[src/rtl/ifetch_queue.sv]
// ifetch_queue: sequential instruction fetch with a small output FIFO.
// Issues word-aligned requests to the I-cache, holds each request stable until
// ic_valid, and queues {pc, instr, fault} for decode. Redirects flush the queue.
// An outstanding response at redirect time is waited out and then dropped.
// Optional feature macro: IFETCH_QUEUE_BYPASS_EN (zero-latency bypass when empty).
module ifetch_queue #(
  parameter int unsigned DEPTH        = 4,
  parameter logic [31:0] RESET_VECTOR = 32'hfff00100
) (
  input  logic        clk,
  input  logic        reset,
  input  logic        redirect,
  input  logic [31:0] redirect_addr,
  output logic        ic_read_strobe,
  output logic [31:0] ic_read_addr,
  input  logic [31:0] ic_read_data,
  input  logic        ic_valid,
  input  logic        ic_stall,
  input  logic [2:0]  ic_fault,
  output logic        out_valid,
  output logic [31:0] out_instr,
  output logic [31:0] out_pc,
  output logic [2:0]  out_fault,
  input  logic        out_ready
);

  localparam int unsigned AW = $clog2(DEPTH);
  localparam int unsigned CW = $clog2(DEPTH) + 1;

  typedef enum logic [1:0] {
    S_FETCH   = 2'd0,
    S_DISCARD = 2'd1,
    S_HALT    = 2'd2
  } state_t;

  state_t state, state_next;

  logic [31:0] pc;
  logic [31:0] pend_pc;
  logic [31:0] redirect_target;

  logic [31:0] mem_instr [DEPTH];
  logic [31:0] mem_pc    [DEPTH];
  logic [2:0]  mem_fault [DEPTH];
  logic [AW-1:0] rd_ptr, wr_ptr;
  logic [CW-1:0] count;

  logic strobe;
  logic complete;
  logic accept;
  logic fifo_valid;
  logic bypass_valid;
  logic bypass_take;
  logic push;
  logic pop;
  logic [31:0] push_instr;

  // ic_stall is advisory only; the low address bits of a redirect are discarded
  logic unused_inputs;
  assign unused_inputs = ^{ic_stall, redirect_addr[1:0]};

  assign redirect_target = {redirect_addr[31:2], 2'b00};

  // Request handshake and push/pop qualification
  always_comb begin
    complete     = strobe && ic_valid;
    accept       = complete && (state == S_FETCH) && !redirect;
    fifo_valid   = (count != '0);
`ifdef IFETCH_QUEUE_BYPASS_EN
    bypass_valid = !fifo_valid && accept;
`else
    bypass_valid = 1'b0;
`endif
    bypass_take  = bypass_valid && out_ready;
    push         = accept && !bypass_take;
    pop          = fifo_valid && out_ready && !redirect;
    push_instr   = (ic_fault == 3'd0) ? ic_read_data : 32'h0;
  end

  // State register
  always_ff @(posedge clk) begin
    if (reset) state <= S_FETCH;
    else       state <= state_next;
  end

  // Next-state logic
  always_comb begin
    state_next = state;
    if (redirect) begin
      state_next = (strobe && !ic_valid) ? S_DISCARD : S_FETCH;
    end else begin
      case (state)
        S_FETCH:   if (accept && (ic_fault != 3'd0)) state_next = S_HALT;
        S_DISCARD: if (ic_valid) state_next = S_FETCH;
        S_HALT:    state_next = S_HALT;
        default:   state_next = S_FETCH;
      endcase
    end
  end

  // FSM outputs: strobe drops in the reset cycle itself
  always_comb begin
    strobe = 1'b0;
    if (!reset) begin
      strobe = ((state == S_FETCH) && (count < CW'(DEPTH))) || (state == S_DISCARD);
    end
    ic_read_strobe = strobe;
    ic_read_addr   = pc;
  end

  // Fetch PC and deferred redirect target
  always_ff @(posedge clk) begin
    if (reset) begin
      pc      <= RESET_VECTOR;
      pend_pc <= 32'h0;
    end else if (redirect) begin
      if (strobe && !ic_valid) pend_pc <= redirect_target;
      else                     pc      <= redirect_target;
    end else if ((state == S_DISCARD) && ic_valid) begin
      pc <= pend_pc;
    end else if (accept && (ic_fault == 3'd0)) begin
      pc <= pc + 32'd4;
    end
  end

  // FIFO pointers and occupancy
  always_ff @(posedge clk) begin
    if (reset || redirect) begin
      rd_ptr <= '0;
      wr_ptr <= '0;
      count  <= '0;
    end else begin
      if (push) wr_ptr <= wr_ptr + AW'(1);
      if (pop)  rd_ptr <= rd_ptr + AW'(1);
      case ({push, pop})
        2'b10:   count <= count + CW'(1);
        2'b01:   count <= count - CW'(1);
        default: count <= count;
      endcase
    end
  end

  // FIFO storage
  always_ff @(posedge clk) begin
    if (push) begin
      mem_instr[wr_ptr] <= push_instr;
      mem_pc[wr_ptr]    <= pc;
      mem_fault[wr_ptr] <= ic_fault;
    end
  end

  // Head presentation; fields read zero when nothing is valid
  always_comb begin
    out_valid = fifo_valid || bypass_valid;
    out_instr = 32'h0;
    out_pc    = 32'h0;
    out_fault = 3'd0;
    if (fifo_valid) begin
      out_instr = mem_instr[rd_ptr];
      out_pc    = mem_pc[rd_ptr];
      out_fault = mem_fault[rd_ptr];
    end else if (bypass_valid) begin
      out_instr = push_instr;
      out_pc    = pc;
      out_fault = ic_fault;
    end
  end

endmodule

[config.mk]
export PLATFORM = sky130hd
export DESIGN_NAME = ifetch_queue
export DESIGN_NICKNAME = d
export VERILOG_FILES = /design/src/rtl/ifetch_queue.sv
export SDC_FILE = /design/constraint.sdc
export NUM_CORES = 1
export LEC_CHECK = 0
export CAP_MARGIN = 5
export CORE_AREA = 3 3 171 173
export DETAILED_ROUTE_END_ITERATION = 10
export DIE_AREA = 0 0 174 176
export MAX_ROUTING_LAYER = met4
export PLACE_DENSITY = 0.72
export SYNTH_ARGS = -nofsm -noshare
export SYNTH_HDL_FRONTEND = slang
export SYNTH_SLANG_ARGS = --single-unit
[constraint.sdc]
create_clock -name clk -period 10.96 [get_ports clk]
set_input_delay 2.192 -clock clk [delete_from_list [all_inputs] [get_ports clk]]
set_output_delay 2.192 -clock clk [all_outputs]
set_load 0.01 [all_outputs]
==> out/results.txt, run 1 <==
Outcome - complete, no violations
Die H - 176 um
Fin. Hold Viols - 0
TritonCTS clock tree - built
HP Class - reg2reg
Largest net degree at the start of global routing - 78
HPWL Detailed - 17400 um
Final instance area - 0.0171 mm^2
Rows - 61
Sequential element share of the synthesized area - 0.665
Nets - 1202
CTS buffer count - 35
Max Cap Viol - 0
Number of fill cells - 2161
Final WS setup - 5130 ps
Fmax - 172 MHz
Post-DRT Antenna Nets - 0
Area grow syn2layout - 22.9%
Setup CP Type - in2out
DR pass1 iterations - 5
Total Routing Usage GR - 0.204
DP Worst Slack - 5150 ps
Synth top area share - 0.563
Final wirelength - 30100 um
Max clock buf depth - 3
P_leak - 5.47 nW
Antenna violations before repair - 0
Clock sink total - 331
Die X - 174 um
Synth area leaders - edfxtp_1, mux4_2, dfxtp_1
H-tree levels - 2
FF+latch count, synth - 331
Die Area - 0.0306 mm^2
CP arrival - 3630 ps
Clock-pin transition on the worst setup and hold timing paths - 60 ps
Syn_area_per_cell - 14.3 um^2
Post-DP Area - 0.0158 mm^2
Wirelength per Cell - 19.7 um
First-pass GRT wire length - 48100 um
Final period utilization - 0.532
Fin util - 0.614
Overall Power - 2.77 mW
Hold Startpoint - pend_pc[3]
Hold depth - 2
P per Cell Area - 162 mW/mm^2
Port Buffers - 166
DRC violation count after routing - 0
Cells after Synth - 972
Initial Util - 0.499
Hold_buf cts - 0
Vias - 8583
Fin. max-slew vios - 0
CP Capture Type - output port
Relative slew slack - 0.281
Share of cells above drive strength 1 - 0.130
Setup_tns - 0 ps
Post-synth EDFFs - 260
Root Driver - clkbuf_16
FF-to-FF End - ic_read_addr[27]
Ys flop type - edfxtp_1
Distinct cells, synth - 57
CP Launch Type - primary input
Diodes inserted - 0
# IOs - 174
Postcts setup bufs - 0
Fin crit period - 5830 ps
Max IR drop VDD - 0.0994 mV
RSZ-0062 raised after global routing - false
Routability cong. - 0.834
Most common cell in the netlist - edfxtp_1
Post_cts resized - 0
Vias in the first global route - 8617
Final setup fails - 0
Ys Warns - 0
Drt via density - 5.62
Worst-Margin Slew - 1080 ps
Reg2reg start - state[1]
Starting DRT DRC Count - 890
Setup Skew - 10.8 ps
R2R Setup Slk - 8040 ps
Hold WS - 452 ps
Total gr overflow - 0
FF-to-FF path depth - 6
# placed instances - 1463
Skew-Pair Late Insertion Delay - 500 ps
Top cells by count, synth - edfxtp_1, and2_1, nand2_1
Hold Path Sink - pend_pc[3]
Synthesized cell area - 0.0139 mm^2
Critical path required time - 8770 ps
Critical path peak fanout - 69
Yosys top cell by area - edfxtp_1
Core region area - 0.0278 mm^2
Post-synthesis async set-or-reset flop share - 0
Non-Filler Instances - 1526
sequential cells by signal, summed over array words and instances (netlist names), named ones only:
signal	count
mem_pc	120
pend_pc	30
ic_read_addr	30
mem_fault	12
rd_ptr	2
wr_ptr	2
mem_instr	128
count	3
state	2
routing by layer:
layer / global-route usage / wire length, um / vias to the layer above
met2: 0.316 / 14300 / 331
met5: - / 0 / -
li1: - / - / 3986
met3: 0.0361 / 2010 / 46
met1: 0.287 / 13300 / 4220
met4: 0.0436 / 466 / 0
power by group:
group	internal (mW)	total [mW]	switching (mW)
Clock	0.761	1.22	0.463
Sequential	1.37	1.40	0.0294
Combinational	0.0722	0.146	0.0736
layout make-up:
type | count | area (um^2) | area share
multi-input combinational | 569 | 4370 | 0.256
sequential | 331 | 9240 | 0.541
timing repair buffer | 176 | 1730 | 0.101
inverter | 9 | 33.8 | 0.00198
tap | 378 | 473 | 0.0277
clock buffer | 46 | 1000 | 0.0586
clock inverter | 17 | 216 | 0.0127
worst max path at each step:
stage             start         endpoint  slack [ps]
5_1_grt           reset   ic_read_strobe        5060
3_3_place_gp      reset   ic_read_strobe        5150
6_report          reset   ic_read_strobe        5130
3_5_place_dp      reset   ic_read_strobe        5150
4_1_cts           reset   ic_read_strobe        5130
2_1_floorplan  redirect  mem_fault[0][0]        5850
cell families (layout without fill, tap and decap cells):
family          after synthesis  in the layout  synth area share
mux                          67             67             0.107
buf+inv                      75            248            0.0221
flops                       331            331             0.665
simple gates                320            320             0.122
compound gates              163            163            0.0713
xor+xnor                      8              8           0.00505
other cells                   1              4          0.000270
fa+ha+maj                     7              7           0.00685
cell usage in the layout (no fill, tap or decap), types with 3 or more instances in the layout:
master           count
xor2_1               4
ha_1                 6
clkbuf_8             4
and2_4               4
nor4_1               6
bufinv_16            5
xnor2_1              4
nand3_1             11
and2_1             100
o32a_1               5
or3_1                6
clkbuf_16           37
o21a_1               5
nor3_1              17
edfxtp_1           260
buf_4               10
nand2b_1            10
clkdlybuf4s50_1    164
nor2_1              35
conb_1               4
a311oi_1             4
nand4_1              7
or4_1                4
o31ai_1              5
mux4_2              65
dfxtp_1             69
clkinv_2             7
a31oi_1              5
o21ai_0             31
inv_1                9
clkbuf_1             5
and3_1               6
a21oi_1             75
a211o_1              3
nor2b_1              3
a211oi_1            14
nand2_1             93
worst max-delay path: stages:
cell             delay (ps)
buf_2                    90
buf_4                   330
nor3b_1                 400
clkdlybuf4s50_1         610
(Power assumes the default switching activity.)
==> inputs of run 2 (changes only) <==
- PLACE_DENSITY: 0.72 -> 0.75
- clock period: 10.96 -> 4.9 ns (I/O delays scaled with it)
==> out/results.txt, run 2 (synthesized netlist as in run 1, its figures left out) <==
Fin. max-slew vios - 0
# placed instances - 1476
Wirelength per Cell - 19.8 um
Comb pwr share - 0.055
Port Buffers - 166
Total Routing Usage GR - 0.204
Clock sink total - 331
DR pass1 iterations - 5
Critical path peak fanout - 30
Vias in the first global route - 8573
Outcome - complete, no violations
RSZ-0062 raised after global routing - false
Number of fill cells - 2132
Hold Startpoint - pend_pc[14]
Max clock buf depth - 3
Relative slew slack - 0.357
Setup CP Type - reg2out
Die X - 174 um
DRC violation count after routing - 0
Starting DRT DRC Count - 915
Root Driver - clkbuf_16
Vias - 8672
Initial Util - 0.499
Critical path required time - 3920 ps
Total gr overflow - 0
Max reg flops - 128
Most frequent cells in the layout - edfxtp_1, clkdlybuf4s50_1, and2_1
Fin crit period - 3860 ps
Nets - 1215
Largest Register - mem_instr
Psw - 1.28 mW
Multi-input gate area - 0.00437 mm^2
Fin. Hold Viols - 0
Largest net degree at the start of global routing - 77
Final period utilization - 0.788
Fin util - 0.616
Antenna violations before repair - 0
Die H - 176 um
P_leak - 5.50 nW
Register area - 0.00924 mm^2
Post_cts resized - 0
Seq pwr share - 0.524
CP Capture Type - output port
Setup Skew - 17.1 ps
Postcts setup bufs - 0
Hold WS - 453 ps
CTS buffer count - 35
Top flop regs - mem_instr x128, mem_pc x120
Clock Power Share - 0.421
# IOs - 174
Reg2reg start - count[2]
Share of cells above drive strength 1 - 0.136
Core region area - 0.0278 mm^2
Skew-Pair Late Insertion Delay - 510 ps
Most common cell after layout, fill and taps aside - edfxtp_1
TritonCTS clock tree - built
Routability cong. - 0.857
Clock-pin transition on the worst setup and hold timing paths - 60 ps
CP arrival - 2880 ps
Max IR drop VDD - 0.208 mV
Fmax - 259 MHz
Worst-Margin Slew - 964 ps
Post-DRT Antenna Nets - 0
Internal - 4.70 mW
First-pass GRT wire length - 47800 um
CP Launch Type - flip-flop
P per Cell Area - 349 mW/mm^2
HPWL Detailed - 18900 um
Diodes inserted - 0
Rows - 61
Area grow syn2layout - 23.3%
Final setup fails - 0
Max Cap Viol - 0
Hold_buf cts - 0
Sw frac - 0.213
H-tree levels - 2
Final wirelength - 30400 um
Die Area - 0.0306 mm^2
HP Class - reg2reg
Non-Filler Instances - 1538
Setup_tns - 0 ps
Drt via density - 5.64
-- run 2: cell count changes in the layout (fill, tap and decap cells not counted), moves of 3 or more --
cell / delta
buf_4: +7
buf_12: +6
bufinv_16: -3
clkbuf_8: -3
-- run 2: critical path, stage by stage (launching register included) --
cell and delay (ps):
dfxtp_4 760, buf_4 380, mux4_2 540, and2_1 190
clkdlybuf4s50_1 490
-- run 2: cell type report --
type                            count  area share
Inverter                            9     0.00197
Clock inverter                     19     0.00980
Sequential cell                   331       0.540
Timing Repair Buffer              189       0.111
Clock buffer                       43      0.0548
Tap cell                          378      0.0276
Multi-Input combinational cell    569       0.255
-- run 2: per-layer routing --
metal / vias up / track usage / share of wire
met5: - / - / 0
met4: 0 / 0.0496 / 0.018
met3: 43 / 0.0331 / 0.062
met2: 342 / 0.327 / 0.49
met1: 4279 / 0.278 / 0.43
li1: 4008 / - / -
-- run 2: stage by stage --
stage | cell area [um^2] | setup WS (ps) | total power, mW
2_1_floorplan | 13900 | 1000 | 3.33
3_3_place_gp | 16000 | 1250 | 3.51
3_5_place_dp | 16000 | 1190 | 3.52
4_1_cts | 17100 | 926 | 6.02
5_1_grt | 17100 | 844 | 6.17
6_report | 17100 | 1040 | 5.98
-- run 2: path summary, 6_finish.rpt --
| kind | slack [ps] | end | cells after the start |
|---|---|---|---|
| max | 1040 | out_fault[2] | 4 |
| min | 450 | pend_pc[14] | 2 |
| max reg2reg | 2060 | count[2] | 8 |
| min reg2reg | 450 | pend_pc[14] | 2 |
-- run 2: power by group through the flow --
stage                     clock (mW)  sequential, mW  combinational [mW]
after global routing            2.67            3.14               0.361
after detailed placement           0            3.19               0.330
final                           2.52            3.13               0.331
after CTS                       2.56            3.13               0.332
after floorplan                    0            3.17               0.163
after global placement             0            3.19               0.326
